**src/rtl/grey_frame_stats.sv**
```systemverilog
// grey_frame_stats: per-frame luma statistics (min, max, mean, pixel count)
// for a 12-bit RGB stream. Luma is (R + 2G + B) / 4. The mean comes from a
// serial restoring divider that runs after the frame ends. Results update
// once per accepted frame.
module grey_frame_stats #(
    parameter logic [21:0] MAX_PIX = 22'h3FFFFF
) (
    input  logic        iCLK,
    input  logic        iRST_N,
    input  logic        iFVAL,
    input  logic        iDVAL,
    input  logic [11:0] iRed,
    input  logic [11:0] iGreen,
    input  logic [11:0] iBlue,
    input  logic        iEN,
    output logic [11:0] oMIN,
    output logic [11:0] oMAX,
    output logic [11:0] oMEAN,
    output logic [21:0] oPIX_CNT,
    output logic        oSTATS_VALID,
    output logic        oSKIPPED,
    output logic        oOVF,
    output logic        oBUSY
);

    typedef enum logic [1:0] {
        IDLE   = 2'd0,
        ACCUM  = 2'd1,
        DIVIDE = 2'd2,
        DONE   = 2'd3
    } state_t;

    state_t      r_state;
    state_t      w_next_state;

    // Luma: 14-bit sum, keep bits [13:2]. The fractional bits are dropped.
    logic [13:0] w_luma_sum;
    logic [11:0] w_luma;
    logic [1:0]  w_luma_unused_lsbs;

    // Input stage and edge-detect history
    logic [11:0] r_y_d;
    logic        r_dval_d;
    logic        r_fval_d;
    logic        r_fval_dd;
    logic        r_run;
    logic        r_armed;
    logic        w_rise;
    logic        w_fall;

    // Accumulators
    logic [33:0] r_sum;
    logic [21:0] r_cnt;
    logic [11:0] r_min;
    logic [11:0] r_max;
    logic        r_ovf;
    logic        w_accept;
    logic        w_drop;
    logic [33:0] w_sum_next;
    logic        w_frame_empty;
    logic        w_start;

    // Serial divider
    logic [33:0] r_quo;
    logic [21:0] r_rem;
    logic [5:0]  r_div_cnt;
    logic [23:0] w_diff;
    logic        w_borrow;
    logic        w_diff_unused_bit;
    logic [21:0] w_diff_rem;
    logic        w_div_last;

    // Output registers
    logic [11:0] r_o_min;
    logic [11:0] r_o_max;
    logic [11:0] r_o_mean;
    logic [21:0] r_o_pix_cnt;
    logic        r_o_ovf;
    logic        r_o_valid;
    logic        r_o_skipped;

    assign w_luma_sum = {2'b00, iRed} + {1'b0, iGreen, 1'b0} + {2'b00, iBlue};
    assign {w_luma, w_luma_unused_lsbs} = w_luma_sum;

    // A rising edge counts only after FVAL_d has been seen low since reset.
    // This keeps a frame that is already in flight at reset release from
    // being taken as a new frame.
    assign w_rise = r_armed & r_fval_d & ~r_fval_dd;
    assign w_fall = ~r_fval_d & r_fval_dd;

    assign w_accept      = (r_state == ACCUM) & r_dval_d & (r_cnt < MAX_PIX);
    assign w_drop        = (r_state == ACCUM) & r_dval_d & ~(r_cnt < MAX_PIX);
    assign w_sum_next    = w_accept ? (r_sum + {22'd0, r_y_d}) : r_sum;
    assign w_frame_empty = (r_cnt == 22'd0) & ~w_accept;
    assign w_start       = (r_state == IDLE) & w_rise & iEN;

    assign w_diff = {1'b0, r_rem, r_quo[33]} - {2'b00, r_cnt};
    assign {w_borrow, w_diff_unused_bit, w_diff_rem} = w_diff;
    assign w_div_last = (r_div_cnt == 6'd33);

    // Register luma with its qualifiers, and track FVAL_d history for edges.
    always_ff @(posedge iCLK or negedge iRST_N) begin
        if (!iRST_N) begin
            r_y_d     <= 12'd0;
            r_dval_d  <= 1'b0;
            r_fval_d  <= 1'b0;
            r_fval_dd <= 1'b0;
            r_run     <= 1'b0;
            r_armed   <= 1'b0;
        end else begin
            r_y_d     <= w_luma;
            r_dval_d  <= iDVAL;
            r_fval_d  <= iFVAL;
            r_fval_dd <= r_fval_d;
            r_run     <= 1'b1;
            if (r_run && !r_fval_d) begin
                r_armed <= 1'b1;
            end
        end
    end

    // State register
    always_ff @(posedge iCLK or negedge iRST_N) begin
        if (!iRST_N) begin
            r_state <= IDLE;
        end else begin
            r_state <= w_next_state;
        end
    end

    // Next-state logic. An empty frame bypasses the divider and goes straight to DONE.
    always_comb begin
        w_next_state = r_state;
        case (r_state)
            IDLE: begin
                if (w_start) begin
                    w_next_state = ACCUM;
                end
            end
            ACCUM: begin
                if (w_fall) begin
                    w_next_state = w_frame_empty ? DONE : DIVIDE;
                end
            end
            DIVIDE: begin
                if (w_div_last) begin
                    w_next_state = DONE;
                end
            end
            DONE: begin
                w_next_state = IDLE;
            end
            default: begin
                w_next_state = IDLE;
            end
        endcase
    end

    // Per-frame sum, count, min and max. Excess pixels are dropped and flagged.
    always_ff @(posedge iCLK or negedge iRST_N) begin
        if (!iRST_N) begin
            r_sum <= 34'd0;
            r_cnt <= 22'd0;
            r_min <= 12'd0;
            r_max <= 12'd0;
            r_ovf <= 1'b0;
        end else if (w_start) begin
            r_sum <= 34'd0;
            r_cnt <= 22'd0;
            r_min <= 12'hFFF;
            r_max <= 12'd0;
            r_ovf <= 1'b0;
        end else begin
            if (w_accept) begin
                r_sum <= w_sum_next;
                r_cnt <= r_cnt + 22'd1;
                if (r_y_d < r_min) begin
                    r_min <= r_y_d;
                end
                if (r_y_d > r_max) begin
                    r_max <= r_y_d;
                end
            end
            if (w_drop) begin
                r_ovf <= 1'b1;
            end
        end
    end

    // Restoring divider. It loads the final sum (including a pixel that lands
    // on the frame-end cycle), then produces one quotient bit per cycle.
    always_ff @(posedge iCLK or negedge iRST_N) begin
        if (!iRST_N) begin
            r_quo     <= 34'd0;
            r_rem     <= 22'd0;
            r_div_cnt <= 6'd0;
        end else if ((r_state == ACCUM) && w_fall && !w_frame_empty) begin
            r_quo     <= w_sum_next;
            r_rem     <= 22'd0;
            r_div_cnt <= 6'd0;
        end else if (r_state == DIVIDE) begin
            r_quo     <= {r_quo[32:0], ~w_borrow};
            r_rem     <= w_borrow ? {r_rem[20:0], r_quo[33]} : w_diff_rem;
            r_div_cnt <= r_div_cnt + 6'd1;
        end
    end

    // Publish results in DONE and generate the one-cycle status pulses.
    always_ff @(posedge iCLK or negedge iRST_N) begin
        if (!iRST_N) begin
            r_o_min     <= 12'd0;
            r_o_max     <= 12'd0;
            r_o_mean    <= 12'd0;
            r_o_pix_cnt <= 22'd0;
            r_o_ovf     <= 1'b0;
            r_o_valid   <= 1'b0;
            r_o_skipped <= 1'b0;
        end else begin
            r_o_valid   <= (r_state == DONE);
            r_o_skipped <= w_rise & ((r_state == DIVIDE) | (r_state == DONE));
            if (r_state == DONE) begin
                r_o_min     <= (r_cnt == 22'd0) ? 12'd0 : r_min;
                r_o_max     <= r_max;
                r_o_mean    <= (r_cnt == 22'd0) ? 12'd0 : r_quo[11:0];
                r_o_pix_cnt <= r_cnt;
                r_o_ovf     <= r_ovf;
            end
        end
    end

    assign oMIN         = r_o_min;
    assign oMAX         = r_o_max;
    assign oMEAN        = r_o_mean;
    assign oPIX_CNT     = r_o_pix_cnt;
    assign oOVF         = r_o_ovf;
    assign oSTATS_VALID = r_o_valid;
    assign oSKIPPED     = r_o_skipped;
    assign oBUSY        = (r_state != IDLE);

endmodule

```
**config.mk**
```make
export PLATFORM = sky130hd
export DESIGN_NAME = grey_frame_stats
export DESIGN_NICKNAME = d
export VERILOG_FILES = /design/src/rtl/grey_frame_stats.sv
export SDC_FILE = /design/constraint.sdc
export NUM_CORES = 1
export LEC_CHECK = 0
export CORE_MARGIN = 2
export CORE_UTILIZATION = 45
export DETAILED_ROUTE_END_ITERATION = 7
export GPL_TIMING_DRIVEN = 0
export HOLD_SLACK_MARGIN = 0.1
export PLACE_DENSITY = 0.63
export SLEW_MARGIN = 30
export SYNTH_ARGS = -nofsm -noshare
export SYNTH_HDL_FRONTEND = slang
export SYNTH_SLANG_ARGS = --single-unit
```
**constraint.sdc**
```tcl
create_clock -name iCLK -period 3.7 [get_ports iCLK]
set_input_delay 0.555 -clock iCLK [delete_from_list [all_inputs] [get_ports iCLK]]
set_output_delay 0.555 -clock iCLK [all_outputs]
set_load 0.03 [all_outputs]
```
Yosys cells after proc, flatten, opt, wreduce, memory -nomap -nowiden
Cells that the tools add are included.

Input bits: 41. Output and inout port bits: 62. Register bits: 223. Logic and storage cells: 97.

$lt $le $gt $ge: 3. Reductions and logical operators: 16. Bitwise gates (word level): 16. Equal/unequal tests: 7. Muxes and demuxes: 27. Add/subtract/negate cells: 6.

Operators by type and width (count): $mux 34 (5); $mux 22 (5); $mux 12 (8); $add 34x12->34 (1); $sub 23x22->24 (1); $add 22x1->22 const B (1); $logic_not 22->1 (1); $lt 22x22->1 const B (1); $add 12x13->14 (1); $add 14x12->14 (1); $gt 12x12->1 (1); $lt 12x12->1 (1); $mux 6 (2); $reduce_bool 2->1 (6); $and 1x1->1 (10); $pmux 2 s4 (1); $add 6x1->6 const B (1); $eq 6x6->1 const B (1); $mux 2 (3); $ne 2x2->1 const B (3); $not 1->1 (5); $eq 2x2->1 const B (2); $reduce_and 2->1 (2); $logic_and 1x1->1 (3); other kinds (6) (9).

Longest topological paths before layout
Depth in word-level cells: 8. Mapped depth: 12. Mapped depth without buffers: 12.

Least setup slack after synthesis
OpenSTA, ideal clock, no wires.

Path type: input to register. Start point: in iRed[1]. End point: reg r_y_d[11]. Required time: 3562 ps. Stages on the path: 11. Buffers on the path: 0. Library setup time: 138 ps. Data arrival time: 2785 ps. Setup slack: 777 ps. Cells stage by stage: fa_1 and3_1 fa_1 a21o_1 a21oi_1 nor2b_1 o21ai_0 a211o_1 nor2_1 a211oi_1 a21oi_1.

Word-level cells in the longest chain between the ends: 2.

RTL lines: start, declared (line 12) `input logic [11:0] iRed,`; $add 12x13->14 (line 82) `assign w_luma_sum = {2'b00, iRed} + {1'b0, iGreen, 1'b0} + {2'b00, iBlue};`; $add 14x12->14 (line 82); named net w_luma_sum[13] (line 37) `logic [13:0] w_luma_sum;`; end signal, assigned (line 111) `r_y_d <= w_luma;`; end, declared (line 42) `logic [11:0] r_y_d;`.

The timed path passes the listed nets, and every way through them passes these cells. A chain may end at the register's enable or synchronous reset.

Final worst setup path
Start point: reg r_cnt[5]. End point: reg r_rem[21].

Word-level cells in the longest chain between the ends: 7. Elaborated cells between the ends (all ways): 12. Those cells by class: add/sub: 1; order compare: 1; mux: 3; bitwise: 3; reduce/logical: 4.

RTL lines: start, declared (line 53) `logic [21:0] r_cnt;`; start signal, assigned (line 176) `r_cnt <= r_cnt + 22'd1;`; $lt 22x22->1 (line 91) `assign w_accept = (r_state == ACCUM) & r_dval_d & (r_cnt < MAX_PIX);`; $and 1x1->1 (line 91); $not 1->1 (line 94) `assign w_frame_empty = (r_cnt == 22'd0) & ~w_accept;`; $and 1x1->1 (line 94); $logic_not 1->1 (line 197) `end else if ((r_state == ACCUM) && w_fall && !w_frame_empty) begin`; $logic_and 1x1->1 (line 197); $mux 22 or $reduce_bool 2->1 (tied branches); end signal, assigned (line 203) `r_rem <= w_borrow ? {r_rem[20:0], r_quo[33]} : w_diff_rem;`; end, declared (line 65) `logic [21:0] r_rem;`.

Several ways; a longest one is shown, not always the timed one. The select of a mux whose other input is x is not followed.

==> qor.yml <==
worst_setup_path:
  path_class: "flop to flop"
  r2r-start: "r_cnt[5]$_DFFE_PN0P_"
  cp.required_ns: 4.15
  regToRegEndpoint: "r_rem[21]$_DFFE_PN0P_"
  crit_start: "r_cnt[5]$_DFFE_PN0P_"
  critPathLaunchType: "flop"
  r2r_slack_ns: 0.26
  ff2ff_path_depth: 9
  crit_path_max_fanout: 10
  crit_path_end_kind: "flop"
  cp_data_arrival_time_ns: 3.89
route:
  detail_route.drc_violations: 0
  dr.first_iter.drc_count: 538
  routed_wl_um: 29400
  first_pass_iters: 4
  drtAntennaViolNets: 0
  drt-wirelength-per-cell_um: 17.0
  vias: 9429
  vias_per_cell: 5.46
timing:
  worst_pin_slew_ns: 0.771
  hold_viol_final: 0
  slew_viol_final: 0
  skew_ns: 0.00724
  setup_violations: 0
  layout_min_cycle_time_ns: 3.44
  rsz0062_at_grt: "false"
  fin_crit_sh_pct: 92.9
  clock.fmax_mhz: 291
  slew-limit-headroom_pct: 48.1
  finalSetupTns_ns: 0
finish:
  seqCellArea_mm2: 0.00558
  fill_cells: 2411
  multiInputGateArea_mm2: 0.00620
  nNetsFinal: 1500
  final_common_cell: "dfrtp_1"
  post-route-util_pct: 54.8
  antennaDiodeCount: 0
  final_layout_size_suffix_gt1_share_pct: 7.58
  postLayoutCellArea_mm2: 0.0147
  final_cell_mix: "223 x dfrtp_1, 112 x nor2_1, 101 x clkdlybuf4s50_1"
  areaGrowthSynthToFinish_pct: 19.6
hold_path:
  worst_hold_path_type: "flop to flop"
  holdPathStages: 1
  min_from: "r_run$_DFF_PN0_"
  worstHoldEndpoint: "r_armed$_DFFE_PN0P_"
clock_tree:
  insertion_delay_ns: 0.51
  cts_tree: "built"
  root_buffer: "clkbuf_16"
  clock_path_buffers: 3
  cts_buffers: 25
  path_clk_slew_ns: 0.06
  cts.sinks: 223
  htreeDepth: 1
floorplan:
  ioPinCount: 103
  coreArea_mm2: 0.0269
  initial_core_util_pct: 45.8
  rows: 60
  die_w_um: 169
  fp.dieH_um: 169
  dieArea_mm2: 0.0287
synth:
  async_flop_share_pct: 100
  synth_cell_types: 64
  synth_xor_area_share_pct: 5.76
  syn_inst: 1235
  yosysSeqAreaShare_pct: 45.3
  syn_area_mm2: 0.0123
  yosysWarnings: 0
  synth_compound_area_share_pct: 14.7
  synth-simple-area-share_pct: 13.6
  syn_area_per_cell_um2: 9.97
  synth_edf_count: 0
  synth_mux_area_share_pct: 5.98
  synth_top_family_by_area: "compound AO/OA/AOI/OAI gates"
  ys_ff_latch: 223
  dominantRegCellSynth: "dfrtp_1"
  syn-num-nets: 1367
  synth-adder-area-share_pct: 10.1
placed_design:
  port_buffers: 102
  gp_congestion: 0.864
  place_area_mm2: 0.0138
  hpwl_um: 21500
job:
  drv_cap: 0
power_and_ir_drop:
  p_leak_nw: 6.55
  p_per_area_mw_per_mm2: 1010
  peakVddDrop_mv: 0.472
  clkPwrFrac_pct: 17.4
  sequentialPowerShare_pct: 30.3
  p_sw_mw: 6.30
  p_int_mw: 8.60
  switching_share_pct: 42.3
  combPwrFrac_pct: 52.3
global_routing:
  antenna_found_initial: 0
  grt_usage_pct: 21.3
  grt_pass1_wl_um: 49500
  grt_max_degree: 87
  grt_overflow_total: 0
  grt_pass1_vias: 9491
outcome:
  status: "completed"
## synth_stat cells (10+ instances only)
cell	count	area, um2
xor2_1	25	219
mux2i_1	32	320
o211ai_1	18	135
nor2_1	112	420
nor3_1	20	100
nand2_1	90	338
mux2_2	37	417
a211oi_1	43	323
xnor2_1	56	490
clkbuf_1	36	135
fa_1	14	280
nor2b_1	40	250
inv_1	90	338
nand4_1	20	125
o22ai_1	25	156
and3_1	10	62.6
nand3_1	16	80.1
a21oi_1	87	435
a21o_1	17	128
dfrtp_1	223	5580
ha_1	77	963
o21ai_0	46	230
## per-layer routing
layer	vias to the layer above	global-route usage, %	routed length [um]
li1	4605	-	-
met1	4596	30.3	14100
met2	191	35.3	13700
met3	37	2.45	1110
met4	0	4.72	558
met5	-	0	0
## flip-flops by register name, indices dropped and copies added, names as in the netlist, 2 cells and up
signal / flops
r_state: 2
r_cnt: 22
oMIN: 12
oMEAN: 12
r_max: 12
r_rem: 22
oPIX_CNT: 22
r_y_d: 12
r_min: 12
oMAX: 12
r_sum: 34
r_div_cnt: 6
r_quo: 34
## cell type report
cell class                 instances  area share, %
sequential                       223           37.9
clock inverter                    10           1.05
inverter                          90           2.29
buffer                            49           1.50
timing repair buffer             106           7.47
clock buffer                      34           4.82
multi-input combinational        873           42.1
tap                              341           2.90
## stage by stage
stage          total power, mW  hold WS (ns)  std cells  setup WS [ns]
2_1_floorplan             9.97         0.259       1235          0.777
3_3_place_gp              12.1         0.438       1678          -7.55
3_5_place_dp              12.2         0.443       1681         0.0612
4_1_cts                   14.9         0.457       1726         0.0635
5_1_grt                   16.2         0.472       1726        0.00172
6_report                  14.9         0.458       1726          0.262
## critical path, stage by stage (launching register included)
cell and delay [ns]:
dfrtp_1 0.49, nand4_2 0.18, or4_1 0.55, clkbuf_2 0.19, o311ai_4 0.68, nand2_2 0.10, and4_4 0.23, nor2_1 0.59
and2_1 0.25, a221o_1 0.11
## how the worst max path moves through the flow
stage	end	slack, ns	cells after the start
after floorplan	r_y_d[11]$_DFF_PN0_	0.78	11
after global placement	r_sum[20]$_DFFE_PN0P_	-7.55	1
after detailed placement	r_y_d[11]$_DFF_PN0_	0.06	12
after CTS	r_rem[13]$_DFFE_PN0P_	0.06	11
after global routing	r_rem[20]$_DFFE_PN0P_	0.002	11
final	r_rem[21]$_DFFE_PN0P_	0.26	9
## cell families after synthesis
family | after synthesis
xor+xnor | 81
fa+ha+maj | 91
other cells | 1
compound gates | 280
flops | 223
buf+inv | 139
mux | 69
simple gates | 351
## repair_timing
action | 4_1_cts | 5_1_grt
buffers inserted | 0 | 0
hold buffers | 1 | 0
resized for setup | 0 | 3
endpoints found under the hold margin | 53 | 0
setup endpoints to repair | 0 | 17
## power groups by stage
stage          clock, mW  combinational, mW  sequential (mW)
2_1_floorplan          0               5.20             4.77
3_3_place_gp           0               7.54             4.52
3_5_place_dp           0               7.70             4.53
4_1_cts             2.67               7.76             4.50
5_1_grt             2.77               8.74             4.66
6_report            2.60               7.79             4.51
Power figures use the tool's default switching activity.
